File: src/rtl/music_sequencer.sv
// Single-voice music sequencer: walks a note ROM at a programmable tick rate,
// decodes note/duration words and drives a square-wave tone at the note pitch.
// Play/pause/stop/loop control; the ROM has one cycle of read latency.
module music_sequencer #(
    parameter int unsigned CLK_HZ   = 1_000_000,
    parameter int unsigned TICK_HZ  = 4,
    parameter int unsigned ADDR_W   = 8,
    parameter int unsigned SONG_LEN = 139,
    parameter int unsigned DUR_W    = 4
) (
    input  logic              clk,
    input  logic              rst_n,
    input  logic              play,
    input  logic              pause,
    input  logic              stop,
    input  logic              loop_en,
    output logic [ADDR_W-1:0] rom_addr,
    input  logic [DUR_W+3:0]  rom_data,
    output logic              tone,
    output logic [3:0]        note_code,
    output logic              high,
    output logic              busy,
    output logic              done
);

    localparam int unsigned TICK   = CLK_HZ / TICK_HZ;
    localparam int unsigned TICK_W = $clog2(TICK);
    localparam int unsigned TONE_W = $clog2(CLK_HZ / 2 + 1);

    localparam logic [TICK_W-1:0] TICK_LAST = TICK_W'(TICK - 1);
    localparam logic [ADDR_W-1:0] LAST_ADDR = ADDR_W'(SONG_LEN - 1);

    typedef logic [TONE_W-1:0] hp_t;

    // Half period in clocks for note code n, saturated to 1 for slow clocks.
    function automatic hp_t hp(input int n);
        int unsigned f_hz;
        int unsigned q;
        case (n)
            1:       f_hz = 262;
            2:       f_hz = 294;
            3:       f_hz = 330;
            4:       f_hz = 349;
            5:       f_hz = 392;
            6:       f_hz = 440;
            7:       f_hz = 494;
            8:       f_hz = 523;
            9:       f_hz = 587;
            10:      f_hz = 659;
            11:      f_hz = 698;
            12:      f_hz = 784;
            13:      f_hz = 880;
            14:      f_hz = 988;
            15:      f_hz = 1047;
            default: f_hz = 0;
        endcase
        if (f_hz == 0) begin
            return hp_t'(1);
        end
        q = CLK_HZ / (2 * f_hz);
        if (q < 1) begin
            q = 1;
        end
        return hp_t'(q);
    endfunction

    localparam hp_t HP_TABLE [16] = '{
        hp(0),  hp(1),  hp(2),  hp(3),  hp(4),  hp(5),  hp(6),  hp(7),
        hp(8),  hp(9),  hp(10), hp(11), hp(12), hp(13), hp(14), hp(15)
    };

    typedef enum logic [2:0] {
        ST_IDLE,
        ST_FETCH,
        ST_WAIT,
        ST_PLAY,
        ST_PAUSED
    } state_t;

    state_t            state, state_d;
    logic [ADDR_W-1:0] pos, pos_d;
    logic [3:0]        note_d;
    logic [DUR_W-1:0]  dur_cnt, dur_d;
    logic [TICK_W-1:0] tick_cnt, tick_d;
    hp_t               tone_cnt, tone_cnt_d;
    logic              tone_d;
    logic              done_d;

    logic tick_wrap;
    logic tone_wrap;
    hp_t  hp_cur;

    assign hp_cur    = HP_TABLE[note_code];
    assign tick_wrap = (tick_cnt == TICK_LAST);
    assign tone_wrap = (tone_cnt == hp_cur - hp_t'(1));

    assign rom_addr = pos;
    assign high     = note_code[3];
    assign busy     = (state != ST_IDLE);

    // Register all sequencer state; everything clears asynchronously on reset.
    always_ff @(posedge clk or negedge rst_n) begin
        // NOTE: non-blocking assignments so every register samples pre-edge values.
        if (!rst_n) begin
            state     <= ST_IDLE;
            pos       <= '0;
            note_code <= '0;
            dur_cnt   <= '0;
            tick_cnt  <= '0;
            tone_cnt  <= '0;
            tone      <= 1'b0;
            done      <= 1'b0;
        end else begin
            state     <= state_d;
            pos       <= pos_d;
            note_code <= note_d;
            dur_cnt   <= dur_d;
            tick_cnt  <= tick_d;
            tone_cnt  <= tone_cnt_d;
            tone      <= tone_d;
            done      <= done_d;
        end
    end

    // Next-state and datapath update; stop beats pause beats play.
    always_comb begin
        // NOTE: every next value gets a hold default first so no path infers a latch.
        state_d    = state;
        pos_d      = pos;
        note_d     = note_code;
        dur_d      = dur_cnt;
        tick_d     = tick_cnt;
        tone_cnt_d = tone_cnt;
        tone_d     = tone;
        done_d     = 1'b0;

        if (stop) begin
            state_d    = ST_IDLE;
            pos_d      = '0;
            note_d     = '0;
            dur_d      = '0;
            tick_d     = '0;
            tone_cnt_d = '0;
            tone_d     = 1'b0;
        end else begin
            case (state)
                ST_IDLE: begin
                    if (play) begin
                        pos_d   = '0;
                        state_d = ST_FETCH;
                    end
                end
                ST_FETCH: begin
                    state_d = ST_WAIT;
                end
                ST_WAIT: begin
                    note_d     = rom_data[3:0];
                    dur_d      = rom_data[DUR_W+3:4];
                    tick_d     = '0;
                    tone_cnt_d = '0;
                    tone_d     = 1'b0;
                    state_d    = ST_PLAY;
                end
                ST_PLAY: begin
                    if (pause) begin
                        tone_d  = 1'b0;
                        state_d = ST_PAUSED;
                    end else begin
                        // Square wave: toggle every HP clocks, silent for a rest.
                        if (note_code != 4'd0) begin
                            if (tone_wrap) begin
                                tone_cnt_d = '0;
                                tone_d     = ~tone;
                            end else begin
                                tone_cnt_d = tone_cnt + hp_t'(1);
                            end
                        end
                        if (tick_wrap) begin
                            tick_d = '0;
                            if (dur_cnt == '0) begin
                                if (pos < LAST_ADDR) begin
                                    pos_d   = pos + ADDR_W'(1);
                                    state_d = ST_FETCH;
                                end else if (loop_en) begin
                                    pos_d   = '0;
                                    state_d = ST_FETCH;
                                end else begin
                                    tone_d  = 1'b0;
                                    done_d  = 1'b1;
                                    state_d = ST_IDLE;
                                end
                            end else begin
                                dur_d = dur_cnt - DUR_W'(1);
                            end
                        end else begin
                            tick_d = tick_cnt + TICK_W'(1);
                        end
                    end
                end
                ST_PAUSED: begin
                    tone_d = 1'b0;
                    if (!pause) begin
                        state_d = ST_PLAY;
                    end
                end
                default: begin
                    state_d = ST_IDLE;
                end
            endcase
        end
    end

endmodule

File: config.mk
export PLATFORM = sky130hd
export DESIGN_NAME = music_sequencer
export DESIGN_NICKNAME = d
export VERILOG_FILES = /design/src/rtl/music_sequencer.sv
export SDC_FILE = /design/constraint.sdc
export NUM_CORES = 1
export LEC_CHECK = 0
export ABC_AREA = 1
export CAP_MARGIN = 20
export CORE_UTILIZATION = 43
export CTS_CLUSTER_SIZE = 8
export DETAILED_ROUTE_END_ITERATION = 12
export SLEW_MARGIN = 20
export SYNTH_ARGS = -nofsm -noshare
export SYNTH_HDL_FRONTEND = slang
export SYNTH_SLANG_ARGS = --single-unit
File: constraint.sdc
create_clock -name clk -period 3.15 [get_ports clk]
set_clock_uncertainty 0.15 [all_clocks]
set_input_delay 0.63 -clock clk [delete_from_list [all_inputs] [get_ports clk]]
set_output_delay 0.63 -clock clk [all_outputs]
set_load 0.01 [all_outputs]
==> results of run 1 <==
kinds of logic after synthesis:
| kind of cell | after synthesis | share of synthesized area |
|---|---|---|
| mux | 1 | 0.00232 |
| fa+ha+maj | 14 | 0.0406 |
| flops | 58 | 0.336 |
| simple gates | 325 | 0.374 |
| xor+xnor | 15 | 0.0305 |
| buf+inv | 100 | 0.0966 |
| compound gates | 86 | 0.120 |
placed cells by master, fill, tap and decap left out, types with 14 or more instances in the layout:
master	netlist	layout
clkdlybuf4s50_1	0	28
nand2_1	128	128
nand4_1	15	15
nor2_1	51	51
o21ai_0	29	29
xor2_1	14	14
nand3_1	63	63
inv_1	83	83
a21oi_1	15	15
dfrtp_1	58	58
clkbuf_8	0	14
nand2_2	14	14
area by class of cell:
| type | instances | area share |
|---|---|---|
| timing repair buffer | 43 | 0.0802 |
| clock inverter | 1 | 0.000997 |
| clock buffer | 15 | 0.0391 |
| inverter | 91 | 0.0680 |
| tap | 133 | 0.0331 |
| multi-input combinational | 441 | 0.490 |
| sequential | 58 | 0.289 |
how the worst max path moves through the flow:
stage	cells past startpoint	slack (ns)	start	end
floorplan	18	0.35	note_code[1]	tone_cnt[10]
global placement	20	0.22	note_code[0]	tone_cnt[2]
detailed placement	20	0.18	note_code[0]	tone_cnt[2]
CTS	20	0.17	note_code[0]	tone_cnt[2]
global route	20	0.007	note_code[0]	tone_cnt[2]
finish	17	0.22	note_code[0]	tone_cnt[0]
flip-flops by register name, indices dropped and copies added, names as in the netlist:
register	cells
tone_cnt	19
tick_cnt	18
rom_addr	8
dur_cnt	4
note_code	4
state	3
done	1
tone	1
stage by stage:
stage               utilization  worst slack (ns)  hold slack (ns)  cell area (um^2)  total power [mW]
finish                    0.516             0.218            0.107              5020              3.57
floorplan                     -             0.351            0.184              4310              2.36
global route              0.516           0.00723            0.130              5020              3.89
detailed placement        0.491             0.176            0.373              4780              2.82
global placement          0.491             0.218            0.372              4780              2.80
CTS                       0.512             0.166            0.123              4980              3.52
per-layer routing:
layer,global-route usage,vias up,part of all wire
li1,-,2059,-
met5,0,-,0
met4,0.0429,0,0.0088
met1,0.329,1908,0.50
met2,0.347,67,0.45
met3,0.0410,7,0.034
power breakdown:
group	internal, mW	total (mW)	leakage, nW	switching, mW
Sequential	0.804	0.845	0.802	0.0406
Clock	0.393	0.684	0.106	0.291
Combinational	0.715	2.04	1.35	1.33
timing repair:
item                       CTS  global route
setup endpoints to repair    0            12
setup buffers                0             2
resized for setup            0             2
==> metrics, run 1 <==
status complete, no violations; Iter 0 DRT Violations 220; Synth-to-Final Area Change 16.4%; top cells by area, synth dfrtp_1, nand2_1, nand3_1; Rows 36; Vias/cell 5.17; Top delay family on crit path simple AND/OR/NAND/NOR gates; Seq/Total Area, Yosys 0.336; placed cells 764; power per cell area 711 nW/um^2; drt pass-1 iters 5; Worst-Margin Slew 0.606 ns; worst-case clock buffer depth 2; Synth warnings 0; number of flops mapped to enable cells by yosys 0; core footprint 9730 um^2; Max-slew headroom 0.595; Starting Density 0.443; crit-path most repeated cell nand3_1; worst-case reg-to-reg path depth 17; ys async rst share 1.00; synthesized flop and latch total 58; post-synthesis average cell area 7.20 um^2; drt total wl 10.9 mm; antenna fix cells 0; Reg area 1450 um^2; chip height 102 um; worst-path fanout max 11; Num Clock Sinks 58; Post-synth top cells nand2_1, inv_1, nand3_1; share of the synthesized area in the top cell type 0.336; peak supply drop 0.332 mV; hpwl dp 8.33 mm; unrepaired setup endpoints after global routing no; Max H-tree Level 3; total track usage 0.224; initial antenna violation count 0; fin crit share 0.931; critical path cell sequence inv_1, ha_1, nand2_2, nand3_1, nand2_1, ha_4, xor2_1, nand3_1, nor2_1, nand3_1, nor2_2, nand3_2, nor2_4, nor2_4, buf_12, nor2_1, a21oi_1; share of post-route cells with drive strength above 1 0.140; delay of the slowest critical-path stage 0.36 ns; startpoint types flop; setup_tns 0 ns; die area 10400 um^2; Cell Count, Final, Fillers Out 782; Crit Path Category reg -> reg; Buf/Inv on CP 2; Cells after Synth 599; Leakage 2.26 nW; Setup crit end kind flop; most instantiated library cell after synthesis nand2_1; port buffer count 29; ys flop type dfrtp_1; Final nets 672; average routed wire per standard cell 13.9 um; DRC Markers 0; total congestion overflow 0; f_max 341 MHz; dominant cell type by area after synthesis dfrtp_1; maxcap violations 0; root buffer cell clkbuf_8; number of CTS-inserted buffers 9; RD Place Congestion 0.850; die width 102 um; vias in the first global route 3807; vias 4041; Synth cell types 45; FF-to-FF Start note_code[0]; worst flop-to-flop path endpoint tone_cnt[0]; CTS tree done; Ports 30; Reg clk slew, reported paths 0.07 ns; Reg2Reg Setup Slack 0.22 ns; area of the multi-input gates 2460 um^2; worst hold path class in -> async; fillcell total 966; Post-Syn Nets 627; Synth Cell Area 4310 um^2; fin. max-slew vios 0; largest net degree at the start of global routing 23; CP arrival 2.99 ns; DRT antenna net count 0; Critical Path RT 3.21 ns; post-route minimum period 2.93 ns; final setup fails 0; Hold-fix buffers, CTS 0; first-pass GRT wire length 18.3 mm; Worst path slowest cell ha_1; clock latency on the worst-skew pair 0.33 ns; endpoints failing hold 0
Power figures use the tool's default switching activity.
==> run 2, diff against run 1 <==
--- a/config.mk
+++ b/config.mk
@@ -10,6 +10,7 @@
 export CORE_UTILIZATION = 43
 export CTS_CLUSTER_SIZE = 8
 export DETAILED_ROUTE_END_ITERATION = 12
+export PLACE_DENSITY = 0.62
 export SLEW_MARGIN = 20
 export SYNTH_ARGS = -nofsm -noshare
 export SYNTH_HDL_FRONTEND = slang
==> run 2 against run 1 <==
Utilization up 0.31 points; cell area up 0.60%; setup slack worse by 0.031 ns; clock power up 5.6%; first-iteration DRC count up 13%; largest cell class unchanged; largest power group unchanged; highest routed layer unchanged.
==> metrics, run 2 (synthesis gave the netlist of run 1 again) <==
status complete, no violations; power per cell area 721 nW/um^2; Hold WS 0.147 ns; hpwl dp 8.29 mm; worst hold path class in -> async; Comb power frac 0.569; Rows 36; maxcap violations 0; CTS tree done; most frequent cells in the layout nand2_1, inv_1, nand3_1; clock share of power 0.198; die area 10400 um^2; Worst path slowest cell dfrtp_1; worst-path fanout max 11; drt pass-1 iters 5; Placed Area 4790 um^2; die width 102 um; post-route design area 5050 um^2; CP Depth 19; DRC Markers 0; average routed wire per standard cell 13.8 um; FF-to-FF Start note_code[0]; CP arrival 3.03 ns; Hold-fix buffers, CTS 0; worst-case reg-to-reg path depth 19; Ports 30; startpoint types flop; fin. max-slew vios 0; port buffer count 29; vias 4078; post-route minimum period 2.96 ns; switch share 0.458; setup_tns 0 ns; worst setup margin 0.187 ns; RD Place Congestion 0.881; f_max 337 MHz; root buffer cell clkbuf_8; DRT antenna net count 0; total congestion overflow 0; largest net degree at the start of global routing 35; critical path cell sequence buf_4, ha_1, inv_1, nand3_1, nand2_2, ha_4, nand3_4, nor2_8, buf_4, nand3_1, nand2_1, nand2_1, nor2_1, nand3_2, nor2_4, nor2_4, buf_12, nor2_1, a21oi_1; Largest Register tone_cnt; unrepaired setup endpoints after global routing no; initial antenna violation count 0; Vias/cell 5.21; antenna fix cells 0; NetSw 1.67 mW; Worst-Margin Slew 0.607 ns; Leakage 2.27 nW; Reg clk slew, reported paths 0.07 ns; endpoints failing hold 0; Seq pwr share 0.232; Setup crit end kind flop; Final nets 673; Place WS 0.226 ns; Critical Path RT 3.22 ns; total track usage 0.221; Num Clock Sinks 58; Pwr Total 3.64 mW; commonest non-fill, non-tap cell in the layout nand2_1; Top delay family on crit path simple AND/OR/NAND/NOR gates; Buf/Inv on CP 4; final setup fails 0; first-pass GRT wire length 17.9 mm; clock latency on the worst-skew pair 0.35 ns; drt total wl 10.8 mm; number of CTS-inserted buffers 9; Int Pwr 1.97 mW; crit path from note_code[0]; delay of the slowest critical-path stage 0.38 ns; Max H-tree Level 3; Iter 0 DRT Violations 248; Synth-to-Final Area Change 17.1%; chip height 102 um; fin crit share 0.941; worst-case clock buffer depth 2; vias in the first global route 3758; Max-slew headroom 0.595; Starting Density 0.443; Crit Path Category reg -> reg; peak supply drop 0.374 mV; share of post-route cells with drive strength above 1 0.146; core footprint 9730 um^2; Largest register FFs 19
## run 2: area by class of cell
class                   instances  area [um^2]
repair buffers                 44          423
clock buffers                  13          169
well taps                     133          166
multi-input cells             441         2470
fillers                       976         4680
flip-flops and latches         58         1450
inverters                      91          342
clock inverters                 2         35.0
## run 2: timing repair
| action | 4_1_cts | 5_1_grt |
|---|---|---|
| setup buffers | 0 | 4 |
| setup endpoints to repair | 0 | 13 |
| resized for setup | 0 | 6 |
## run 2: final timing paths
check / to / slack (ns)
setup / recovery: tone_cnt[0] / 0.19
hold / removal: tick_cnt[10] / 0.15
setup reg to reg: tone_cnt[0] / 0.19
hold reg to reg: tone_cnt[0] / 0.39
max in group asynchronous: note_code[0] / 2.10
min in group clk: tone_cnt[0] / 0.39
## run 2: power groups by stage
stage	Sequential (mW)	Combinational (mW)	Clock (mW)
floorplan	0.867	1.49	0
global placement	0.858	1.92	0
detailed placement	0.860	1.96	0
CTS	0.846	1.97	0.739
global route	0.857	2.34	0.770
finish	0.846	2.07	0.722
## run 2: through the flow
stage | util | cells
4_1_cts | 0.513 | 778
2_1_floorplan | - | 599
3_5_place_dp | 0.492 | 763
3_3_place_gp | 0.492 | 763
6_report | 0.519 | 782
5_1_grt | 0.519 | 782
## run 2: layer usage
metal / up-vias / GRT usage / routed length [um]
li1: 2071 / - / -
met1: 1898 / 0.322 / 5320
met2: 101 / 0.340 / 4930
met3: 8 / 0.0458 / 461
met4: 0 / 0.0429 / 97
met5: - / 0 / 0
==> run 3, diff against run 2 <==
--- a/config.mk
+++ b/config.mk
@@ -5,12 +5,11 @@
 export SDC_FILE = /design/constraint.sdc
 export NUM_CORES = 1
 export LEC_CHECK = 0
-export ABC_AREA = 1
 export CAP_MARGIN = 20
 export CORE_UTILIZATION = 43
 export CTS_CLUSTER_SIZE = 8
 export DETAILED_ROUTE_END_ITERATION = 12
-export PLACE_DENSITY = 0.62
+export PLACE_DENSITY = 0.63
 export SLEW_MARGIN = 20
 export SYNTH_ARGS = -nofsm -noshare
 export SYNTH_HDL_FRONTEND = slang
==> run 3 against run 2 <==
Clock power rose by 10%; setup slack got worse by 0.13 ns; fmax fell by 4.3%; first-iteration DRC count fell by 25%; via count fell by 5.7%.
==> metrics, run 3 <==
core footprint 9280 um^2; Final nets 565; Post-synth top cells nand2_1, dfrtp_1, nor2_1; worst hold path class in -> async; antenna fix cells 0; average routed wire per standard cell 15.6 um; Post-Syn Nets 526; first-pass GRT wire length 17.9 mm; Rows 35; Max H-tree Level 3; Worst path slowest cell or3b_4; top cells by area, synth dfrtp_1, nand2_1, o21ai_0; synthesized flop and latch total 58; M1 GR Usage 0.300; clock latency on the worst-skew pair 0.33 ns; area of the multi-input gates 2490 um^2; post-route design area 4930 um^2; dominant cell type by area after synthesis dfrtp_1; root buffer cell clkbuf_8; GRT met3 Usage 0.0286; critical path cell sequence buf_4, buf_4, ha_1, nor4bb_1, o211ai_1, o2111a_1, mux2i_1, a211oi_2, nand3_2, or3b_4, o311ai_2; Num Clock Sinks 58; fin. max-slew vios 0; Ports 30; final setup fails 0; worst-case clock buffer depth 2; port buffer count 29; CP arrival 3.18 ns; number of CTS-inserted buffers 9; most frequent cells in the layout nand2_1, dfrtp_1, nor2_1; Place WS -0.0853 ns; worst setup margin 0.0551 ns; post-synthesis simple-gate area fraction 0.290; unrepaired setup endpoints after global routing yes; Setup crit end kind flop; peak supply drop 0.199 mV; status complete, no violations; ys flop type dfrtp_1; Top Usage Layer GRT met2; CTS tree done; post-synthesis average cell area 8.28 um^2; main combinational cell family by area after synthesis simple AND/OR/NAND/NOR gates; initial antenna violation count 0; Seq/Total Area, Yosys 0.352; Cell Count, Final, Fillers Out 671; die area 9980 um^2; drt pass-1 iters 5; final core utilization 0.532; Reg clk slew, reported paths 0.08 ns; chip height 99.9 um; Max-slew headroom 0.491; total congestion overflow 0; Leakage 1.95 nW; Crit Path Category reg -> reg; endpoints failing hold 0; f_max 323 MHz; DRT antenna net count 0; Critical Path RT 3.24 ns; Vias/cell 5.73; Placed Area 4650 um^2; share of the synthesized area in the top cell type 0.352; Reg area 1450 um^2; setup_tns 0 ns; Synth warnings 0; share of post-route cells with drive strength above 1 0.140; worst-path fanout max 10; met2 usage 0.374; crit-path most repeated cell buf_4; drt total wl 10.5 mm; startpoint types flop; number of flops mapped to enable cells by yosys 0; Synth-to-Final Area Change 19.7%; Worst-Margin Slew 0.764 ns; Largest Register tone_cnt; most instantiated library cell after synthesis nand2_1; Compound-Gate Fraction of Synth Area 0.189; die width 99.9 um; DRC Markers 0; Largest register FFs 19; post-route minimum period 3.09 ns; Synth Area in XOR/XNOR 0.0513; power per cell area 524 nW/um^2; vias 3847; Cells after Synth 498; Adder-Cell Fraction of Synth Area 0.0425; hpwl dp 7.51 mm; vias in the first global route 3669; ys async rst share 1.00; crit path from note_code[1]; Starting Density 0.444; post-synthesis mux area share 0.0203; RD Place Congestion 0.878; Synth Cell Area 4120 um^2; Synth cell types 67; fillcell total 875; total track usage 0.226; delay of the slowest critical-path stage 0.47 ns; largest net degree at the start of global routing 31; Iter 0 DRT Violations 185; placed cells 651; fin crit share 0.983; commonest non-fill, non-tap cell in the layout nand2_1; FF-to-FF Start note_code[1]; maxcap violations 0
run 3: changes by cell type after synthesis, moves of 8 or more:
cell | before | now
or4_1 | 0 | 9
o21ai_1 | 12 | 2
nand2b_1 | 0 | 9
inv_1 | 83 | 21
nand3_1 | 63 | 30
nor2b_1 | 0 | 8
nand2_2 | 14 | 0
clkbuf_1 | 0 | 16
nand3_2 | 13 | 1
nand2_1 | 128 | 63
o21ai_0 | 29 | 39
run 3: repair_timing:
action / CTS / global route
hold buffers: 0 / 0
resized for setup: 1 / 7
setup buffers: 0 / 4
endpoints found under the setup margin: 10 / 17
run 3: final cells by class:
type	instances	area share
Sequential cell	58	0.295
Multi-Input combinational cell	390	0.506
Clock buffer	10	0.0279
Inverter	23	0.0180
Clock inverter	6	0.0180
Tap cell	129	0.0327
Timing Repair Buffer	55	0.103
run 3: through the flow:
step           hold WS (ns)  power, mW
6_report              0.214       2.58
3_5_place_dp          0.367       1.75
3_3_place_gp          0.358       1.74
4_1_cts               0.224       2.56
5_1_grt               0.259       2.74
2_1_floorplan         0.184       1.49
run 3: final timing paths:
kind	depth (start not counted)	end	slack, ns
max	11	tone_cnt[6]	0.06
min	1	tone_cnt[4]	0.21
min reg2reg	2	dur_cnt[1]	0.38
max reg2reg	11	tone_cnt[6]	0.06
min in group clk	2	dur_cnt[1]	0.38
max in group asynchronous	2	tick_cnt[16]	2.00
run 3: kinds of logic (layout without fill, tap and decap cells):
group | after synthesis | count (layout)
AO/OA/AOI/OAI | 113 | 113
XOR/XNOR | 22 | 22
adder cells (fa/ha/maj) | 14 | 14
buffers and inverters | 50 | 94
flip-flops | 58 | 58
multiplexers | 8 | 8
AND/OR/NAND/NOR | 233 | 233
run 3: report_power, final:
part / total (mW) / internal [mW] / switching (mW)
clock: 0.797 / 0.468 / 0.329
sequential: 0.828 / 0.776 / 0.0519
combinational: 0.960 / 0.421 / 0.538
total: 2.58 / 1.67 / 0.919
run 3: metal layers:
layer  part of all wire  routed length, um
met4              0.021                216
met1               0.47               4900
met3              0.032                339
met2               0.48               5050
met5                  0                  0
run 3: critical path: cells and delay by family, from the launching register on:
kind | cells | cell delay (ns)
and+or+nand+nor | 3 | 0.91
buffers and inverters | 2 | 0.26
muxes | 1 | 0.21
DFF | 1 | 0.40
adders and majority gates | 1 | 0.20
AOI/OAI and AO/OA | 4 | 0.86
